### src/rtl/usb_rx_pkg.sv
// ==========================================================================
// usb_rx_pkg: shared types/constants for the USB full-speed receive path.
// Revision: 1.0
// ==========================================================================
`default_nettype none

package usb_rx_pkg;

  localparam int DEF_CLKS_PER_BIT = 8;
  localparam int DEF_SAMPLE_PT    = 3;
  localparam int DEF_STUFF_LEN    = 6;

  typedef enum logic [1:0] {
    IDLE   = 2'd0,
    RUN    = 2'd1,
    SE0_1  = 2'd2,
    WAIT_J = 2'd3
  } rx_state_t;

  typedef enum logic [1:0] {
    LINE_SE0 = 2'b00,
    LINE_K   = 2'b01,
    LINE_J   = 2'b10
  } line_t;

  // dp=dm=1 is illegal on the wire; it is folded into J
  function automatic line_t decode_line(input logic dp, input logic dm);
    if (dp)      return LINE_J;
    else if (dm) return LINE_K;
    else         return LINE_SE0;
  endfunction

endpackage

`default_nettype wire

### src/rtl/usb_rx_if.sv
// ==========================================================================
// usb_rx_if: line inputs and decoded-bit outputs of the USB receive decoder.
// Revision: 1.0
// ==========================================================================
`default_nettype none

interface usb_rx_if;
  logic dp_in;
  logic dm_in;
  logic enable;
  logic d_orig;
  logic shift_enable;
  logic eop;
  logic rx_err;
  logic busy;

  modport master (
    output dp_in, dm_in, enable,
    input  d_orig, shift_enable, eop, rx_err, busy
  );

  modport slave (
    input  dp_in, dm_in, enable,
    output d_orig, shift_enable, eop, rx_err, busy
  );
endinterface

`default_nettype wire

### src/rtl/usb_rx_bit_timer.sv
// ==========================================================================
// usb_rx_bit_timer: bit-period counter with resync clear and mid-bit sample.
// Revision: 1.0
// ==========================================================================
`default_nettype none

module usb_rx_bit_timer
  import usb_rx_pkg::*;
#(
  parameter int CLKS_PER_BIT = DEF_CLKS_PER_BIT,
  parameter int SAMPLE_PT    = DEF_SAMPLE_PT
) (
  input  logic clk,
  input  logic n_rst,
  input  logic clear,
  input  logic run,
  output logic sample
);

  localparam int TW = (CLKS_PER_BIT > 1) ? $clog2(CLKS_PER_BIT) : 1;

  logic [TW-1:0] timer;

  always_ff @(posedge clk or negedge n_rst) begin
    if (!n_rst) begin
      timer <= '0;
    end else if (clear) begin
      timer <= '0;
    end else if (run) begin
      timer <= (timer == TW'(CLKS_PER_BIT - 1)) ? '0 : timer + 1'b1;
    end
  end

  // a resync clear outranks a sample landing on the same cycle
  assign sample = run && !clear && (timer == TW'(SAMPLE_PT));

endmodule

`default_nettype wire

### src/rtl/usb_rx_decoder.sv
// ==========================================================================
// usb_rx_decoder: USB FS receive line decoder (sync, NRZI, unstuff, EOP).
// Revision: 1.0
// ==========================================================================
`default_nettype none

module usb_rx_decoder
  import usb_rx_pkg::*;
#(
  parameter int CLKS_PER_BIT = DEF_CLKS_PER_BIT,
  parameter int SAMPLE_PT    = DEF_SAMPLE_PT,
  parameter int STUFF_LEN    = DEF_STUFF_LEN
) (
  input  logic     clk,
  input  logic     n_rst,
  usb_rx_if.slave  bus
);

  localparam int CW = $clog2(STUFF_LEN + 1);

  logic          dp_meta, dp_s, dp_s_d;
  logic          dm_meta, dm_s;
  rx_state_t     state;
  logic          prev_bit;
  logic [CW-1:0] ones_cnt;
  logic          d_orig, shift_enable, eop, rx_err;
  logic          sample, dp_edge, timer_clear, bit_val, stuff_full;
  line_t         line;

  // idle line is J, so the synchronizer resets to dp=1, dm=0
  always_ff @(posedge clk or negedge n_rst) begin
    if (!n_rst) begin
      dp_meta <= 1'b1;
      dp_s    <= 1'b1;
      dp_s_d  <= 1'b1;
      dm_meta <= 1'b0;
      dm_s    <= 1'b0;
    end else begin
      dp_meta <= bus.dp_in;
      dp_s    <= dp_meta;
      dp_s_d  <= dp_s;
      dm_meta <= bus.dm_in;
      dm_s    <= dm_meta;
    end
  end

  assign line        = decode_line(dp_s, dm_s);
  assign dp_edge     = dp_s ^ dp_s_d;
  assign timer_clear = (state == IDLE) || !bus.enable || ((state == RUN) && dp_edge);
  assign bit_val     = (dp_s == prev_bit);
  assign stuff_full  = (ones_cnt == CW'(STUFF_LEN));

  usb_rx_bit_timer #(
    .CLKS_PER_BIT (CLKS_PER_BIT),
    .SAMPLE_PT    (SAMPLE_PT)
  ) u_timer (
    .clk    (clk),
    .n_rst  (n_rst),
    .clear  (timer_clear),
    .run    (state != IDLE),
    .sample (sample)
  );

  always_ff @(posedge clk or negedge n_rst) begin
    if (!n_rst) begin
      state        <= IDLE;
      prev_bit     <= 1'b1;
      ones_cnt     <= '0;
      d_orig       <= 1'b1;
      shift_enable <= 1'b0;
      eop          <= 1'b0;
      rx_err       <= 1'b0;
    end else begin
      shift_enable <= 1'b0;
      eop          <= 1'b0;
      rx_err       <= 1'b0;
      if (!bus.enable) begin
        state    <= IDLE;
        prev_bit <= 1'b1;
        ones_cnt <= '0;
      end else begin
        case (state)
          IDLE: begin
            if (dp_edge && !dp_s) begin
              state    <= RUN;
              prev_bit <= 1'b1;
              ones_cnt <= '0;
            end
          end
          RUN: begin
            if (sample) begin
              if (line == LINE_SE0) begin
                state    <= SE0_1;
                ones_cnt <= '0;
              end else begin
                prev_bit <= dp_s;
                if (stuff_full) begin
                  // a 0 here is the stuffed bit; a 1 breaks the stuffing rule
                  ones_cnt <= '0;
                  rx_err   <= bit_val;
                end else begin
                  d_orig       <= bit_val;
                  shift_enable <= 1'b1;
                  ones_cnt     <= bit_val ? ones_cnt + 1'b1 : '0;
                end
              end
            end
          end
          SE0_1: begin
            if (sample) begin
              if (line == LINE_SE0) begin
                eop   <= 1'b1;
                state <= WAIT_J;
              end else begin
                // lone SE0: flag it, keep decoding but the error strobe wins this bit
                rx_err   <= 1'b1;
                state    <= RUN;
                prev_bit <= dp_s;
                ones_cnt <= bit_val ? ones_cnt + 1'b1 : '0;
              end
            end
          end
          WAIT_J: begin
            if (sample && (line == LINE_J)) begin
              state    <= IDLE;
              prev_bit <= 1'b1;
            end
          end
          default: state <= IDLE;
        endcase
      end
    end
  end

  assign bus.d_orig       = d_orig;
  assign bus.shift_enable = shift_enable;
  assign bus.eop          = eop;
  assign bus.rx_err       = rx_err;
  assign bus.busy         = (state != IDLE);

endmodule

`default_nettype wire
### src/flat_wrapper.sv
// flat-port wrapper written by rule: the top's interface ports become plain ports
module usb_rx_decoder_flat import usb_rx_pkg::*;
#(
  parameter int CLKS_PER_BIT = DEF_CLKS_PER_BIT,
  parameter int SAMPLE_PT    = DEF_SAMPLE_PT,
  parameter int STUFF_LEN    = DEF_STUFF_LEN
)
  (clk, n_rst, bus_dp_in, bus_dm_in, bus_enable, bus_d_orig, bus_shift_enable, bus_eop, bus_rx_err, bus_busy);
  usb_rx_if bus_i ();
  input  logic clk;
  input  logic n_rst;
  input wire logic [$bits(bus_i.dp_in)-1:0] bus_dp_in;
  input wire logic [$bits(bus_i.dm_in)-1:0] bus_dm_in;
  input wire logic [$bits(bus_i.enable)-1:0] bus_enable;
  output wire logic [$bits(bus_i.d_orig)-1:0] bus_d_orig;
  output wire logic [$bits(bus_i.shift_enable)-1:0] bus_shift_enable;
  output wire logic [$bits(bus_i.eop)-1:0] bus_eop;
  output wire logic [$bits(bus_i.rx_err)-1:0] bus_rx_err;
  output wire logic [$bits(bus_i.busy)-1:0] bus_busy;
  assign bus_i.dp_in = bus_dp_in;
  assign bus_i.dm_in = bus_dm_in;
  assign bus_i.enable = bus_enable;
  assign bus_d_orig = bus_i.d_orig;
  assign bus_shift_enable = bus_i.shift_enable;
  assign bus_eop = bus_i.eop;
  assign bus_rx_err = bus_i.rx_err;
  assign bus_busy = bus_i.busy;
  usb_rx_decoder #(.CLKS_PER_BIT(CLKS_PER_BIT), .SAMPLE_PT(SAMPLE_PT), .STUFF_LEN(STUFF_LEN)) u_core (.clk(clk), .n_rst(n_rst), .bus(bus_i));
endmodule
### config.mk
export PLATFORM = sky130hd
export DESIGN_NAME = usb_rx_decoder_flat
export DESIGN_NICKNAME = d
export VERILOG_FILES = /design/src/rtl/usb_rx_pkg.sv /design/src/rtl/usb_rx_if.sv /design/src/rtl/usb_rx_bit_timer.sv /design/src/rtl/usb_rx_decoder.sv /design/src/flat_wrapper.sv
export SDC_FILE = /design/constraint.sdc
export NUM_CORES = 1
export LEC_CHECK = 0
export CORE_ASPECT_RATIO = 1.5
export CORE_MARGIN = 2
export CORE_UTILIZATION = 49
export CTS_CLUSTER_DIAMETER = 40
export DETAILED_ROUTE_END_ITERATION = 8
export GPL_TIMING_DRIVEN = 0
export PLACE_DENSITY_LB_ADDON = 0.25
export SLEW_MARGIN = 20
export SYNTH_ARGS = -nofsm -noshare
export SYNTH_HDL_FRONTEND = slang
export SYNTH_SLANG_ARGS = --single-unit
### constraint.sdc
create_clock -name clk -period 2.15 [get_ports clk]
set_input_delay 0.3225 -clock clk [delete_from_list [all_inputs] [get_ports clk]]
set_output_delay 0.3225 -clock clk [all_outputs]
set_load 0.01 [all_outputs]
# Word-level counts from Yosys, hierarchy flattened
# Cells that the tools add are included.
[word_totals] regBits=18 in_bits=5 output_inout_bits=5 word_cells=98
[classes] add_sub_neg=2 n_eq_ne=17 mux=44 bitwise_logic=3 reduce_logical=19
[ops] operator="3-bit 2-to-1 mux" n=11
[ops] operator="1-bit 2-to-1 mux" n=21
[ops] operator="2-bit 2-to-1 mux" n=8
[ops] operator="5-bit AND reduction" n=3
[ops] operator="3-bit by 2-bit inequality test with 1-bit output, second input constant" n=4
[ops] operator="3-bit inequality test, second input constant" n=4
[ops] operator="3-bit case mux with 3 select lines" n=1
[ops] operator="2-bit case mux with 4 select lines" n=1
[ops] operator="3-bit by 1-bit adder with 3-bit output, second input constant" n=2
[ops] operator="2-bit equality test, second input constant" n=3
[ops] operator="3-bit equality test, second input constant" n=2
[ops] operator="1-bit logical AND" n=5
[ops] operator="2-bit logical NOT" n=2
[ops] operator="4-bit by 1-bit inequality test with 1-bit output, second input constant" n=1
[ops] operator="4-bit AND reduction" n=1
[ops] operator="2-bit nonzero test" n=2
[ops] operator="3-bit by 2-bit equality test with 1-bit output, second input constant" n=1
[ops] operator="1-bit logical NOT" n=3
[ops] operator="1-bit case mux with 3 select lines" n=1
[ops] operator="2-bit by 1-bit equality test with 1-bit output, second input constant" n=1
[ops] operator="1-bit logical OR" n=2
[ops] operator="1-bit inverter" n=2
[ops] operator="1-bit case mux with 2 select lines" n=1
[ops] operator="2-bit OR reduction" n=1
[ops] operator="other kinds (2)" n=2

# Longest topological paths before layout
# Gate-level depths: netlist (run 1).
[logic_depth] word_depth=10 mapped_depth=8 mapped_depth_nobuf=7

# Modules after synthesis
# Synthesis (run 1) repeated with hierarchy kept, for this count alone.
[unflattened] cells_unflattened=91 area_unflattened_um2=963.4
[modules_own_cells] module="usb_rx_decoder" n_inst=1 cells_per_inst=75 area_each_um2=795.8
[modules_own_cells] module="usb_rx_bit_timer" n_inst=1 cells_per_inst=16 area_each_um2=167.7

# Least setup slack after synthesis (run 1)
# No wires, ideal clock.
[synth_timing] path_type="flip-flop to flip-flop" startpoint="register u_core.dp_s" endpoint="register u_core.ones_cnt[2]" setup_ps=124 arrival_time_ps=1853 required_time_ps=2026 path_slack_ps=174 stages_incl_launch_ff=9 period_less_slack_ps=1976 cell_sequence="dfstp_2 > buf_2 > inv_1 > ha_1 > nand2b_2 > a211o_2 > a21oi_4 > nand2b_4 > o22ai_2"
[synth_between] elab_chain_len=8 word_cells_on_any_way=24 classes_between="eq/ne: 5; mux: 9; bitwise: 1; reduce/logical: 9"
[synth_rtl] item="start, declared" line_no="usb_rx_decoder.sv:21" source="logic dp_meta, dp_s, dp_s_d;"
[synth_rtl] item="start signal, assigned" line_no="usb_rx_decoder.sv:40" source="dp_s <= dp_meta;"
[synth_rtl] item="branches (longest 8 deep; another with 3-bit 2-to-1 mux)"
[synth_rtl] item="end signal, assigned" line_no="usb_rx_decoder.sv:104" source="ones_cnt <= bit_val ? ones_cnt + 1'b1 : '0;"
[synth_rtl] item="end signal, assigned" line_no="usb_rx_decoder.sv:119" source="ones_cnt <= bit_val ? ones_cnt + 1'b1 : '0;"
[synth_rtl] item="end, declared" line_no="usb_rx_decoder.sv:25" source="logic [CW-1:0] ones_cnt;"
# Several ways; the timed one is not identified. The select of a mux whose other input is x is not followed.
# A chain may end at the register's enable or synchronous reset.

# Worst setup path in the final report (run 1)
[layout_timing] startpoint="register u_core.state[0]" endpoint="output bus_busy"
[layout_between] elab_chain_len=1
[layout_rtl] item="start, declared" line_no="usb_rx_decoder.sv:23" source="rx_state_t state;"
[layout_rtl] item="start signal, assigned" line_no="usb_rx_decoder.sv:66" source="state <= IDLE;"
[layout_rtl] item="start signal, assigned" line_no="usb_rx_decoder.sv:78" source="state <= IDLE;"
[layout_rtl] item="start signal, assigned" line_no="usb_rx_decoder.sv:85" source="state <= RUN;"
[layout_rtl] item="2-bit nonzero test" line_no="usb_rx_decoder.sv:139" source="assign bus.busy = (state != IDLE);"
[layout_rtl] item="end, declared" line_no="flat_wrapper.sv:19" source="output wire logic [$bits(bus_i.busy)-1:0] bus_busy;"
# Every way passes these cells.

==> summary.json, run 1 <==
{
  "status": {
    "status": "complete, no violations"
  },
  "critical_path": {
    "crit_path_start": "u_core.state[0]$_DFFE_PN0P_",
    "cp_slowest_cell": "clkdlybuf4s50_1",
    "timing.critical_path.max_delay_family": "buffers and inverters",
    "most_repeated_library_cell_on_the_critical_path": "inv_1",
    "crit_path_end_kind": "output pin",
    "timing.critical_path.arrival_ns": 1.72,
    "timing.critical_path.to": "bus_busy",
    "crit_path_start_kind": "flop",
    "crit_path_max_incr_delay_ns": 0.53,
    "worstPathMaxFanout": 5,
    "crit_chain": "inv_1, ha_1, inv_1, clkdlybuf4s50_1",
    "critPathRequiredTime_ns": 1.83,
    "path_depth": 4,
    "worst_r2r_path_depth": 7,
    "reg2reg_to": "u_core.ones_cnt[1]$_DFFE_PN0P_",
    "timing.setup.critical_path_class": "reg2out",
    "critical_path.reg2reg.startpoint": "u_core.dp_s$_DFF_PN1_",
    "buffer_and_inverter_count_on_the_worst_path": 3,
    "reg2reg_setup_slack_ns": 0.11
  },
  "cells_and_area": {
    "utilization": 0.603,
    "seq_area_sq_um": 457,
    "area_growth_syn_to_layout_pct": 14.0,
    "drive_gt1_frac": 0.171,
    "mostFrequentLayoutCells": "dfrtp_1, nand2_1, ha_1, inv_1, clkdlybuf4s50_1",
    "antenna_cells_inserted": 0,
    "final.fill_count": 154,
    "mostFrequentLayoutCell": "dfrtp_1",
    "fin_nets": 121,
    "multi_input_gate_area_sq_um": 477
  },
  "sta": {
    "finalSetupViolations": 0,
    "skew_ns": 0.00606,
    "share_of_the_clock_period_used_by_the_worst_path_after_layout": 0.952,
    "setup_repair_after_global_routing_missed_its_margin": "false",
    "hold_violations": 0,
    "worst_pin_slew_ns": 0.794,
    "final_max_slew_viol_count": 0,
    "max_clock_freq_ghz": 0.489,
    "min_tclk_post_route_ns": 2.05,
    "setup-tns-final_ns": 0,
    "tightest_slew_margin_relative_to_the_limit": 0.469
  },
  "grt": {
    "grt_start_max_net_pins": 19,
    "grt_first_pass_wirelength_um": 2920,
    "gr-usage-all-layers": 0.178,
    "antenna_found_initial": 0,
    "grt_pass1_vias": 671,
    "gr-total-overflow": 0
  },
  "clock_tree": {
    "tritoncts": "built",
    "clock_path_buffers": 2,
    "clock_latency_ns": 0.29,
    "clock_tree.htree_level_count": 1,
    "hold_buffers": 0,
    "post_cts_buffers": 0,
    "cts.sinks": 18,
    "cts_resized": 0,
    "clock-root-buffer": "clkbuf_4",
    "clkTransAtPathRegs_ns": 0.11,
    "cts_inserted_buffers": 3
  },
  "floorplanning": {
    "core_area_sq_mm": 0.00185,
    "die_width_um": 40.5,
    "die_area_sq_mm": 0.00238,
    "rows": 19,
    "dieHeight_um": 58.8,
    "start_util": 0.529,
    "pin_count": 10
  },
  "synthesis": {
    "synth_seq_area_share": 0.466,
    "netlist.area_leader.share": 0.332,
    "synth.ff_latch_count": 18,
    "synthesis.area_per_instance_sq_um": 10.4,
    "yosys_warnings": 0,
    "top_cells_by_area_in_the_synthesized_netlist": "dfrtp_1, dfstp_2, ha_1",
    "post_synth_instance_area_sq_um": 981,
    "netlist.top_cell.by_area": "dfrtp_1",
    "postSynthCellCount": 94,
    "synth_cell_type_count": 33,
    "synth_fp_nets": 109
  },
  "drt": {
    "routed_wl_um": 1700,
    "vias_per_cell": 5.43,
    "detail_route.drc_violations": 0,
    "drt-initial-drc-count": 5,
    "residual_antenna_violating_net_count_after_detailed_routing": 0,
    "dr.pass1.iters": 3,
    "detailed_route_via_count": 684,
    "dr_wl_cell_um": 13.5
  },
  "power_and_ir_drop": {
    "peakVddDrop_uv": 534,
    "total_leakage_power_nw": 0.494,
    "final_power_mw": 0.953,
    "power.density_cell_area_mw_per_mm2": 852
  },
  "hold_path": {
    "min-delay-path-class": "reg2reg"
  },
  "place": {
    "gpl.final_weighted_congestion": 0.800,
    "detailedPlacementHpwl_um": 1310,
    "portBuffers": 8
  },
  "flow_run": {
    "timing.max_cap.violations": 0
  }
}
[worst min-delay path by stage]
stage / to / depth (start not counted) / from / slack [ns]
2_1_floorplan: u_core.bus.eop$_DFF_PN0_ / 0 / n_rst / 0.03
3_3_place_gp: u_core.dm_s$_DFF_PN0_ / 0 / u_core.dm_meta$_DFF_PN0_ / 0.33
3_5_place_dp: u_core.dm_s$_DFF_PN0_ / 0 / u_core.dm_meta$_DFF_PN0_ / 0.34
4_1_cts: u_core.dp_s$_DFF_PN1_ / 0 / u_core.dp_meta$_DFF_PN1_ / 0.36
5_1_grt: u_core.dm_s$_DFF_PN0_ / 0 / u_core.dm_meta$_DFF_PN0_ / 0.37
6_report: u_core.dm_s$_DFF_PN0_ / 0 / u_core.dm_meta$_DFF_PN0_ / 0.37
[metrics by stage]
stage	setup slack (ns)	area [sq um]	hold slack, ns	std cells
after global placement	0.0519	1090	0.332	123
after floorplan	0.174	981	0.0269	94
after CTS	0.0957	1120	0.359	126
after global routing	0.00347	1120	0.371	126
final	0.104	1120	0.365	126
after detailed placement	0.0182	1090	0.343	123
[Yosys cell counts]
cell type	n
nor2b_1	4
xnor2_1	2
o221ai_1	1
ha_1	10
nand2b_1	2
a21oi_4	1
nor3_2	1
a21oi_1	6
nand3_1	2
clkbuf_1	1
o21ai_0	1
dfstp_2	5
nand2b_4	1
nand2b_2	1
nand3b_1	1
o21ai_1	2
a211o_2	1
nor4_1	1
dfrtp_1	13
nor3b_1	2
nand4_2	1
o21ai_2	1
buf_2	2
o2bb2ai_1	1
inv_1	9
a31oi_1	1
nor2_1	6
o2111a_1	1
mux2_1	1
nand2_1	10
o22ai_2	1
nor3_1	1
o32ai_1	1
[cell type report]
| cell class | instances | share of cell area |
|---|---|---|
| Multi-Input combinational cell | 64 | 0.426 |
| Sequential cell | 18 | 0.408 |
| Timing Repair Buffer | 8 | 0.0716 |
| Clock buffer | 4 | 0.0324 |
| Inverter | 9 | 0.0302 |
| Tap cell | 21 | 0.0235 |
| Buffer | 2 | 0.00783 |
[cell families after synthesis]
| family | share of synthesized area |
|---|---|
| buf+inv | 0.0485 |
| compound gates | 0.139 |
| xor+xnor | 0.0179 |
| fa+ha+maj | 0.128 |
| mux | 0.0115 |
| flops | 0.466 |
| simple gates | 0.190 |
[registers in the layout, indices dropped and copies added (netlist names)]
name	count
u_core.dp_s_d	1
u_core.u_timer.timer	3
u_core.prev_bit	1
u_core.bus.rx_err	1
u_core.dm_meta	1
u_core.dp_s	1
u_core.ones_cnt	3
u_core.bus.d_orig	1
u_core.bus.shift_enable	1
u_core.dm_s	1
u_core.state	2
u_core.dp_meta	1
u_core.bus.eop	1
[report_power, final]
part | leakage (nW) | switching (mW) | total (mW) | internal (mW)
clock network | 0.0210 | 0.105 | 0.208 | 0.103
logic | 0.245 | 0.202 | 0.357 | 0.155
registers | 0.228 | 0.0231 | 0.388 | 0.365
[worst reg2reg max path: cells and delay by family, from the launching register on]
| family | cells | cell delay [ns] |
|---|---|---|
| flip-flops | 1 | 0.64 |
| AO/OA/AOI/OAI | 3 | 0.58 |
| AND/OR/NAND/NOR | 2 | 0.37 |
| adder cells (fa/ha/maj) | 1 | 0.28 |
| buffers and inverters | 1 | 0.07 |
[metal layers]
layer	wire length, um	vias to the layer above	track usage
met5	0	-	0
met4	40	0	0.0667
met3	49	4	0.0340
met2	926	11	0.299
met1	679	327	0.215
li1	-	342	-
No activity file was read; power rests on OpenSTA's default activity.
==> run 2: changes to the inputs <==
--- a/config.mk
+++ b/config.mk
@@ -5,7 +5,6 @@
 export SDC_FILE = /design/constraint.sdc
 export NUM_CORES = 1
 export LEC_CHECK = 0
-export CORE_ASPECT_RATIO = 1.5
 export CORE_MARGIN = 2
 export CORE_UTILIZATION = 49
 export CTS_CLUSTER_DIAMETER = 40
==> summary.json, run 2 (synthesis gave the netlist of run 1 again) <==
{
  "floorplanning": {
    "dieHeight": {"value": 48.7, "unit": "um", "change": "-17%"},
    "core_area": {"value": 0.00192, "unit": "sq mm", "change": "+3.6%"},
    "die_area": {"value": 0.00238, "unit": "sq mm", "change": "-0.32%"},
    "die_width": {"value": 48.7, "unit": "um", "change": "+20%"},
    "start_util": {"value": 0.510, "change": "-0.0186"},
    "pin_count": {"value": 10, "change": "unchanged"},
    "rows": {"value": 16, "change": "-3"}
  },
  "clock_tree": {
    "hold_buffers": {"value": 0, "change": "unchanged"},
    "clock_path_buffers": {"value": 2, "change": "unchanged"},
    "tritoncts": "built",
    "clock-root-buffer": "clkbuf_4",
    "clkTransAtPathRegs": {"value": 0.10, "unit": "ns", "change": "about the same"},
    "clock_latency": {"value": 0.29, "unit": "ns", "change": "about the same"},
    "cts_inserted_buffers": {"value": 3, "change": "unchanged"},
    "clock_tree.htree_level_count": {"value": 1, "change": "unchanged"},
    "cts.sinks": {"value": 18, "change": "unchanged"}
  },
  "place": {
    "portBuffers": {"value": 8, "change": "unchanged"},
    "detailedPlacementHpwl": {"value": 1220, "unit": "um", "change": "-6.9%"},
    "gpl.final_weighted_congestion": {"value": 0.802, "change": "+0.35%"},
    "placed_cell_area": {"value": 0.00109, "unit": "sq mm", "change": "+0.69%"}
  },
  "drt": {
    "dr_wl_cell": {"value": 11.7, "unit": "um", "change": "-13%"},
    "residual_antenna_violating_net_count_after_detailed_routing": {"value": 0, "change": "unchanged"},
    "vias_per_cell": {"value": 5.17, "change": "-4.8%"},
    "routed_wl": {"value": 1540, "unit": "um", "change": "-9.1%"},
    "detailed_route_via_count": {"value": 682, "change": "-0.29%"},
    "dr.pass1.iters": {"value": 4, "change": "+1"},
    "drt-initial-drc-count": {"value": 17, "change": "+12"},
    "detail_route.drc_violations": {"value": 0, "change": "unchanged"}
  },
  "critical_path": {
    "critPathRequiredTime": {"value": 2.33, "unit": "ns", "change": "+0.50 ns"},
    "worstPathMaxFanout": {"value": 9, "change": "+4"},
    "reg2reg_to": "u_core.ones_cnt[0]$_DFFE_PN0P_",
    "timing.setup.critical_path_class": "reg2reg",
    "worst_r2r_path_depth": {"value": 7, "change": "unchanged"},
    "critical_path.reg2reg.startpoint": "u_core.dp_s$_DFF_PN1_",
    "crit_path_end_kind": "flop",
    "crit_path_max_incr_delay": {"value": 0.65, "unit": "ns", "change": "+0.12 ns"},
    "timing.critical_path.arrival": {"value": 2.22, "unit": "ns", "change": "+0.50 ns"},
    "reg2reg_setup_slack": {"value": 0.11, "unit": "ns", "change": "about the same"},
    "crit_path_start_kind": "flop",
    "cp_slowest_cell": "dfstp_2",
    "crit_chain": "inv_1, ha_1, nand2b_2, a211o_2, a21oi_4, nand2b_4, o21ai_1"
  },
  "hold_path": {
    "holdPathStages": {"value": 0, "change": "unchanged"},
    "min-delay-path-class": "reg2reg",
    "min_from": "u_core.dm_meta$_DFF_PN0_",
    "worstHoldEndpoint": "u_core.dm_s$_DFF_PN0_"
  },
  "grt": {
    "antenna_found_initial": {"value": 0, "change": "unchanged"},
    "gr-usage-all-layers": {"value": 0.158, "change": "-0.0207"},
    "grt_start_max_net_pins": {"value": 19, "change": "unchanged"},
    "grt_pass1_vias": {"value": 692, "change": "+3.1%"},
    "gr-total-overflow": {"value": 0, "change": "unchanged"},
    "grt_first_pass_wirelength": {"value": 2920, "unit": "um", "change": "unchanged"}
  },
  "status": {
    "status": "complete, no violations"
  },
  "power_and_ir_drop": {
    "total_leakage_power": {"value": 0.494, "unit": "nW", "change": "unchanged"},
    "peakVddDrop": {"value": 491, "unit": "uV", "change": "-7.9%"},
    "power.density_cell_area": {"value": 834, "unit": "mW/mm^2", "change": "-2.2%"}
  },
  "cells_and_area": {
    "mostFrequentLayoutCell": "dfrtp_1",
    "fin_nets": {"value": 121, "change": "unchanged"},
    "postLayoutCellArea": {"value": 0.00113, "unit": "sq mm", "change": "+0.67%"},
    "area_growth_syn_to_layout_pct": 14.8,
    "regs_by_ff_count": "u_core.ones_cnt x3, u_core.u_timer.timer x3, u_core.state x2",
    "mostFrequentLayoutCells": "dfrtp_1, nand2_1, ha_1, inv_1, clkdlybuf4s50_1",
    "antenna_cells_inserted": {"value": 0, "change": "unchanged"},
    "drive_gt1_frac": {"value": 0.171, "change": "unchanged"},
    "utilization": {"value": 0.586, "change": "-0.0173"}
  },
  "sta": {
    "min_tclk_post_route": {"value": 2.04, "unit": "ns", "change": "-0.00522 ns"},
    "worst_pin_slew": {"value": 0.767, "unit": "ns", "change": "-0.0268 ns"},
    "skew": {"value": 0.00464, "unit": "ns", "change": "-0.00142 ns"},
    "hold_violations": {"value": 0, "change": "unchanged"},
    "setup_repair_after_global_routing_missed_its_margin": "false",
    "setup-tns-final": {"value": 0, "unit": "ns", "change": "unchanged"},
    "finalSetupViolations": {"value": 0, "change": "unchanged"},
    "max_clock_freq": {"value": 0.490, "unit": "GHz", "change": "+0.26%"},
    "tightest_slew_margin_relative_to_the_limit": {"value": 0.487, "change": "+0.0179"},
    "final_max_slew_viol_count": {"value": 0, "change": "unchanged"},
    "share_of_the_clock_period_used_by_the_worst_path_after_layout": {"value": 0.949, "change": "-0.00243"}
  },
  "flow_run": {
    "timing.max_cap.violations": {"value": 0, "change": "unchanged"}
  }
}
run 2: cell counts in the layout (fill, tap and decap cells not counted):
No cell type changed its count.
run 2: critical path, delay by kind of cell (launching register included):
family	cells	cell delay, ns
compound gates	3	0.57
fa+ha+maj	1	0.28
buf+inv	1	0.06
flops	1	0.65
simple gates	2	0.36
run 2: how the worst max path moves through the flow:
stage                           from                             end  cells past startpoint
5_1_grt        u_core.dp_s$_DFF_PN1_  u_core.ones_cnt[1]$_DFFE_PN0P_                      7
6_report       u_core.dp_s$_DFF_PN1_  u_core.ones_cnt[0]$_DFFE_PN0P_                      7
4_1_cts        u_core.dp_s$_DFF_PN1_  u_core.ones_cnt[0]$_DFFE_PN0P_                      8
3_3_place_gp   u_core.dp_s$_DFF_PN1_  u_core.ones_cnt[0]$_DFFE_PN0P_                      8
2_1_floorplan  u_core.dp_s$_DFF_PN1_  u_core.ones_cnt[2]$_DFFE_PN0P_                      8
3_5_place_dp   u_core.dp_s$_DFF_PN1_  u_core.ones_cnt[0]$_DFFE_PN0P_                      8
run 2: layout make-up:
cell class	count	area [sq um]
fill	185	796
multi-input combinational	64	477
sequential	18	457
timing repair buffer	8	80.1
clock buffer	4	36.3
inverter	9	33.8
tap	27	33.8
buffer	2	8.76
run 2: per-layer routing:
layer | track usage | up-vias | part of all wire
met1 | 0.186 | 328 | 0.44
met5 | 0 | - | 0
met3 | 0.0401 | 4 | 0.040
met4 | 0.0571 | 0 | 0.013
li1 | - | 339 | -
met2 | 0.276 | 11 | 0.51
run 2: where the power goes:
group	switching [mW]	total [mW]	internal (mW)	leakage, nW
sequential	0.0227	0.387	0.365	0.228
combinational	0.196	0.348	0.153	0.245
clock	0.0996	0.203	0.103	0.0210
run 2: timing repair:
action	in CTS	in global routing
endpoints found under the setup margin	0	3
resized for setup	0	0
buffers inserted	0	0
run 2: stage by stage:
stage	power [mW]	instances	setup slack (ns)	hold slack (ns)
2_1_floorplan	0.655	94	0.174	0.0269
3_3_place_gp	0.732	129	0.0615	0.336
3_5_place_dp	0.742	129	0.0303	0.336
4_1_cts	0.948	133	0.00473	0.359
5_1_grt	1.01	132	0.0270	0.365
6_report	0.939	132	0.109	0.358
==> run 3: changes to the inputs <==
--- a/config.mk
+++ b/config.mk
@@ -7,7 +7,7 @@
 export LEC_CHECK = 0
 export CORE_MARGIN = 2
 export CORE_UTILIZATION = 49
-export CTS_CLUSTER_DIAMETER = 40
+export CTS_CLUSTER_DIAMETER = 60
 export DETAILED_ROUTE_END_ITERATION = 8
 export GPL_TIMING_DRIVEN = 0
 export PLACE_DENSITY_LB_ADDON = 0.25
==> constraint.sdc (replaced) <==
create_clock -name clk -period 2.5 [get_ports clk]
set_input_delay 0.375 -clock clk [delete_from_list [all_inputs] [get_ports clk]]
set_output_delay 0.375 -clock clk [all_outputs]
set_load 0.01 [all_outputs]
==> summary.json, run 3 (synthesis gave the netlist of run 1 again) <==
{
  "status": {
    "status": "complete, no violations"
  },
  "floorplanning": {
    "rows": {"value": 16, "change": "unchanged"},
    "dieHeight": {"value": 48.7, "unit": "um", "change": "unchanged"},
    "start_util": {"value": 0.510, "change": "unchanged"},
    "die_area": {"value": 0.00238, "unit": "sq mm", "change": "unchanged"},
    "core_area": {"value": 0.00192, "unit": "sq mm", "change": "unchanged"},
    "die_width": {"value": 48.7, "unit": "um", "change": "unchanged"},
    "pin_count": {"value": 10, "change": "unchanged"}
  },
  "drt": {
    "drt-initial-drc-count": {"value": 17, "change": "unchanged"},
    "dr.pass1.iters": {"value": 4, "change": "unchanged"},
    "wl_met1": {"value": 667, "unit": "um", "change": "-1.0%"},
    "detail_route.drc_violations": {"value": 0, "change": "unchanged"},
    "dr_wl_cell": {"value": 11.6, "unit": "um", "change": "-0.75%"},
    "residual_antenna_violating_net_count_after_detailed_routing": {"value": 0, "change": "unchanged"},
    "met3RoutedLength": {"value": 61, "unit": "um", "change": "unchanged"},
    "detailed_route_via_count": {"value": 687, "change": "+0.73%"},
    "routed_wl": {"value": 1540, "unit": "um", "change": "unchanged"},
    "vias_per_cell": {"value": 5.17, "change": "about the same"},
    "met2RoutedLength": {"value": 792, "unit": "um", "change": "+1.0%"},
    "routed.top_layer": "met4"
  },
  "critical_path": {
    "critPathRequiredTime": {"value": 2.68, "unit": "ns", "change": "+0.35 ns"},
    "crit_path_start_kind": "flop",
    "crit_path_start": "u_core.dp_s$_DFF_PN1_",
    "crit_path_end_kind": "flop",
    "critical_path.reg2reg.startpoint": "u_core.dp_s$_DFF_PN1_",
    "timing.setup.critical_path_class": "reg2reg",
    "worstPathMaxFanout": {"value": 8, "change": "-1"},
    "timing.critical_path.arrival": {"value": 2.30, "unit": "ns", "change": "+0.08 ns"},
    "worst_r2r_path_depth": {"value": 8, "change": "+1"},
    "reg2reg_to": "u_core.ones_cnt[0]$_DFFE_PN0P_",
    "reg2reg_setup_slack": {"value": 0.38, "unit": "ns", "change": "+0.27 ns"}
  },
  "flow_run": {
    "timing.max_cap.violations": {"value": 0, "change": "unchanged"}
  },
  "cells_and_area": {
    "regs_by_ff_count": "u_core.ones_cnt x3, u_core.u_timer.timer x3, u_core.state x2",
    "drive_gt1_frac": {"value": 0.179, "change": "+0.00782"},
    "antenna_cells_inserted": {"value": 0, "change": "unchanged"},
    "mostFrequentLayoutCells": "dfrtp_1, nand2_1, ha_1, inv_1, clkdlybuf4s50_1",
    "fin_nets": {"value": 122, "change": "+0.83%"},
    "utilization": {"value": 0.589, "change": "+0.00260"},
    "final.fill_count": {"value": 184, "change": "-0.54%"},
    "area_growth_syn_to_layout_pct": 15.3,
    "mostFrequentLayoutCell": "dfrtp_1"
  },
  "clock_tree": {
    "clkTransAtPathRegs": {"value": 0.10, "unit": "ns", "change": "about the same"},
    "clock-root-buffer": "clkbuf_4",
    "post_cts_buffers": {"value": 0, "change": "unchanged"},
    "cts_resized": {"value": 0, "change": "unchanged"},
    "clock_path_buffers": {"value": 2, "change": "unchanged"},
    "clock_tree.htree_level_count": {"value": 1, "change": "unchanged"},
    "cts.sinks": {"value": 18, "change": "unchanged"},
    "hold_buffers": {"value": 0, "change": "unchanged"},
    "cts_inserted_buffers": {"value": 3, "change": "unchanged"},
    "tritoncts": "built",
    "clock_latency": {"value": 0.29, "unit": "ns", "change": "about the same"}
  },
  "power_and_ir_drop": {
    "intPower": {"value": 0.534, "unit": "mW", "change": "-14%"},
    "total_leakage_power": {"value": 0.498, "unit": "nW", "change": "+0.80%"},
    "net-switching-power": {"value": 0.276, "unit": "mW", "change": "-13%"},
    "p_seq_frac": {"value": 0.408, "change": "-0.005"},
    "peakVddDrop": {"value": 425, "unit": "uV", "change": "-14%"},
    "power_switching_share": {"value": 0.341, "change": "+0.00220"},
    "power.density_cell_area": {"value": 717, "unit": "mW/mm^2", "change": "-14%"},
    "comb_power_share": {"value": 0.376, "change": "+0.005"},
    "power.clock.fraction": {"value": 0.215, "change": "about the same"}
  },
  "hold_path": {
    "min_from": "u_core.dm_meta$_DFF_PN0_",
    "worstHoldEndpoint": "u_core.dm_s$_DFF_PN0_",
    "min-delay-path-class": "reg2reg",
    "holdPathStages": {"value": 0, "change": "unchanged"}
  },
  "sta": {
    "worst_pin_slew": {"value": 0.767, "unit": "ns", "change": "-0.000184 ns"},
    "tightest_slew_margin_relative_to_the_limit": {"value": 0.487, "change": "about the same"},
    "skew": {"value": 0.00431, "unit": "ns", "change": "-0.000320 ns"},
    "hold_violations": {"value": 0, "change": "unchanged"},
    "share_of_the_clock_period_used_by_the_worst_path_after_layout": {"value": 0.847, "change": "-0.102"},
    "max_clock_freq": {"value": 0.472, "unit": "GHz", "change": "-3.7%"},
    "setup-tns-final": {"value": 0, "unit": "ns", "change": "unchanged"},
    "hold_slack": {"value": 0.358, "unit": "ns", "change": "+0.000104 ns"},
    "finalSetupViolations": {"value": 0, "change": "unchanged"},
    "setup_repair_after_global_routing_missed_its_margin": "false",
    "fin_ws": {"value": 0.381, "unit": "ns", "change": "+0.272 ns"},
    "min_tclk_post_route": {"value": 2.12, "unit": "ns", "change": "+0.0780 ns"},
    "final_max_slew_viol_count": {"value": 0, "change": "unchanged"}
  },
  "grt": {
    "grt_first_pass_wirelength": {"value": 2920, "unit": "um", "change": "unchanged"},
    "antenna_found_initial": {"value": 0, "change": "unchanged"},
    "grt_start_max_net_pins": {"value": 19, "change": "unchanged"},
    "gr-total-overflow": {"value": 0, "change": "unchanged"},
    "grt_pass1_vias": {"value": 692, "change": "unchanged"},
    "gr-usage-all-layers": {"value": 0.158, "change": "unchanged"}
  },
  "place": {
    "place_worst_setup_slack": {"value": 0.380, "unit": "ns", "change": "+0.350 ns"},
    "detailedPlacementHpwl": {"value": 1220, "unit": "um", "change": "unchanged"},
    "portBuffers": {"value": 8, "change": "unchanged"},
    "gpl.final_weighted_congestion": {"value": 0.802, "change": "unchanged"}
  }
}
run 3: changes by cell type in the layout (fill, tap and decap cells not counted), sizes merged:
| cell | delta |
|---|---|
| buf | +1 |
run 3: power by group through the flow:
stage	sequential, mW	clock (mW)	combinational [mW]
global route	0.335	0.196	0.338
finish	0.331	0.175	0.305
CTS	0.331	0.181	0.303
floorplan	0.333	0	0.231
detailed placement	0.337	0	0.301
global placement	0.335	0	0.295
run 3: per-stage QoR:
stage               cells  instance area [sq um]  power (mW)
floorplan              94                    981       0.563
global placement      129                   1090       0.629
detailed placement    129                   1090       0.638
CTS                   133                   1130       0.816
global route          133                   1130       0.869
finish                133                   1130       0.811
run 3: worst max-delay path by stage:
stage	endpoint	slack, ns	cells past startpoint
after floorplan	u_core.ones_cnt[2]$_DFFE_PN0P_	0.52	8
after global placement	u_core.ones_cnt[0]$_DFFE_PN0P_	0.41	8
after detailed placement	u_core.ones_cnt[0]$_DFFE_PN0P_	0.38	8
after CTS	u_core.ones_cnt[0]$_DFFE_PN0P_	0.35	8
after global routing	u_core.ones_cnt[1]$_DFFE_PN0P_	0.29	8
final	u_core.ones_cnt[0]$_DFFE_PN0P_	0.38	8
run 3: critical path, cell delays in order, from the launching register on:
cell and delay [ns]:
dfstp_2 0.54, buf_2 0.19, inv_1 0.06, ha_1 0.28, nand2b_2 0.20, a211o_2 0.34
a21oi_4 0.18, nand2b_4 0.16, o21ai_1 0.06
run 3: layer usage:
| layer | track usage | vias up |
|---|---|---|
| met5 | 0 | - |
| met4 | 0.0571 | 0 |
| met3 | 0.0401 | 4 |
| met2 | 0.276 | 12 |
| met1 | 0.186 | 329 |
| li1 | - | 342 |
run 3: cell type report:
type	instances	area, sq um	area share
Buffer	3	13.8	0.0122
Tap cell	27	33.8	0.0299
Sequential cell	18	457	0.404
Clock buffer	4	36.3	0.0321
Multi-Input combinational cell	64	477	0.421
Timing Repair Buffer	8	80.1	0.0708
Inverter	9	33.8	0.0299
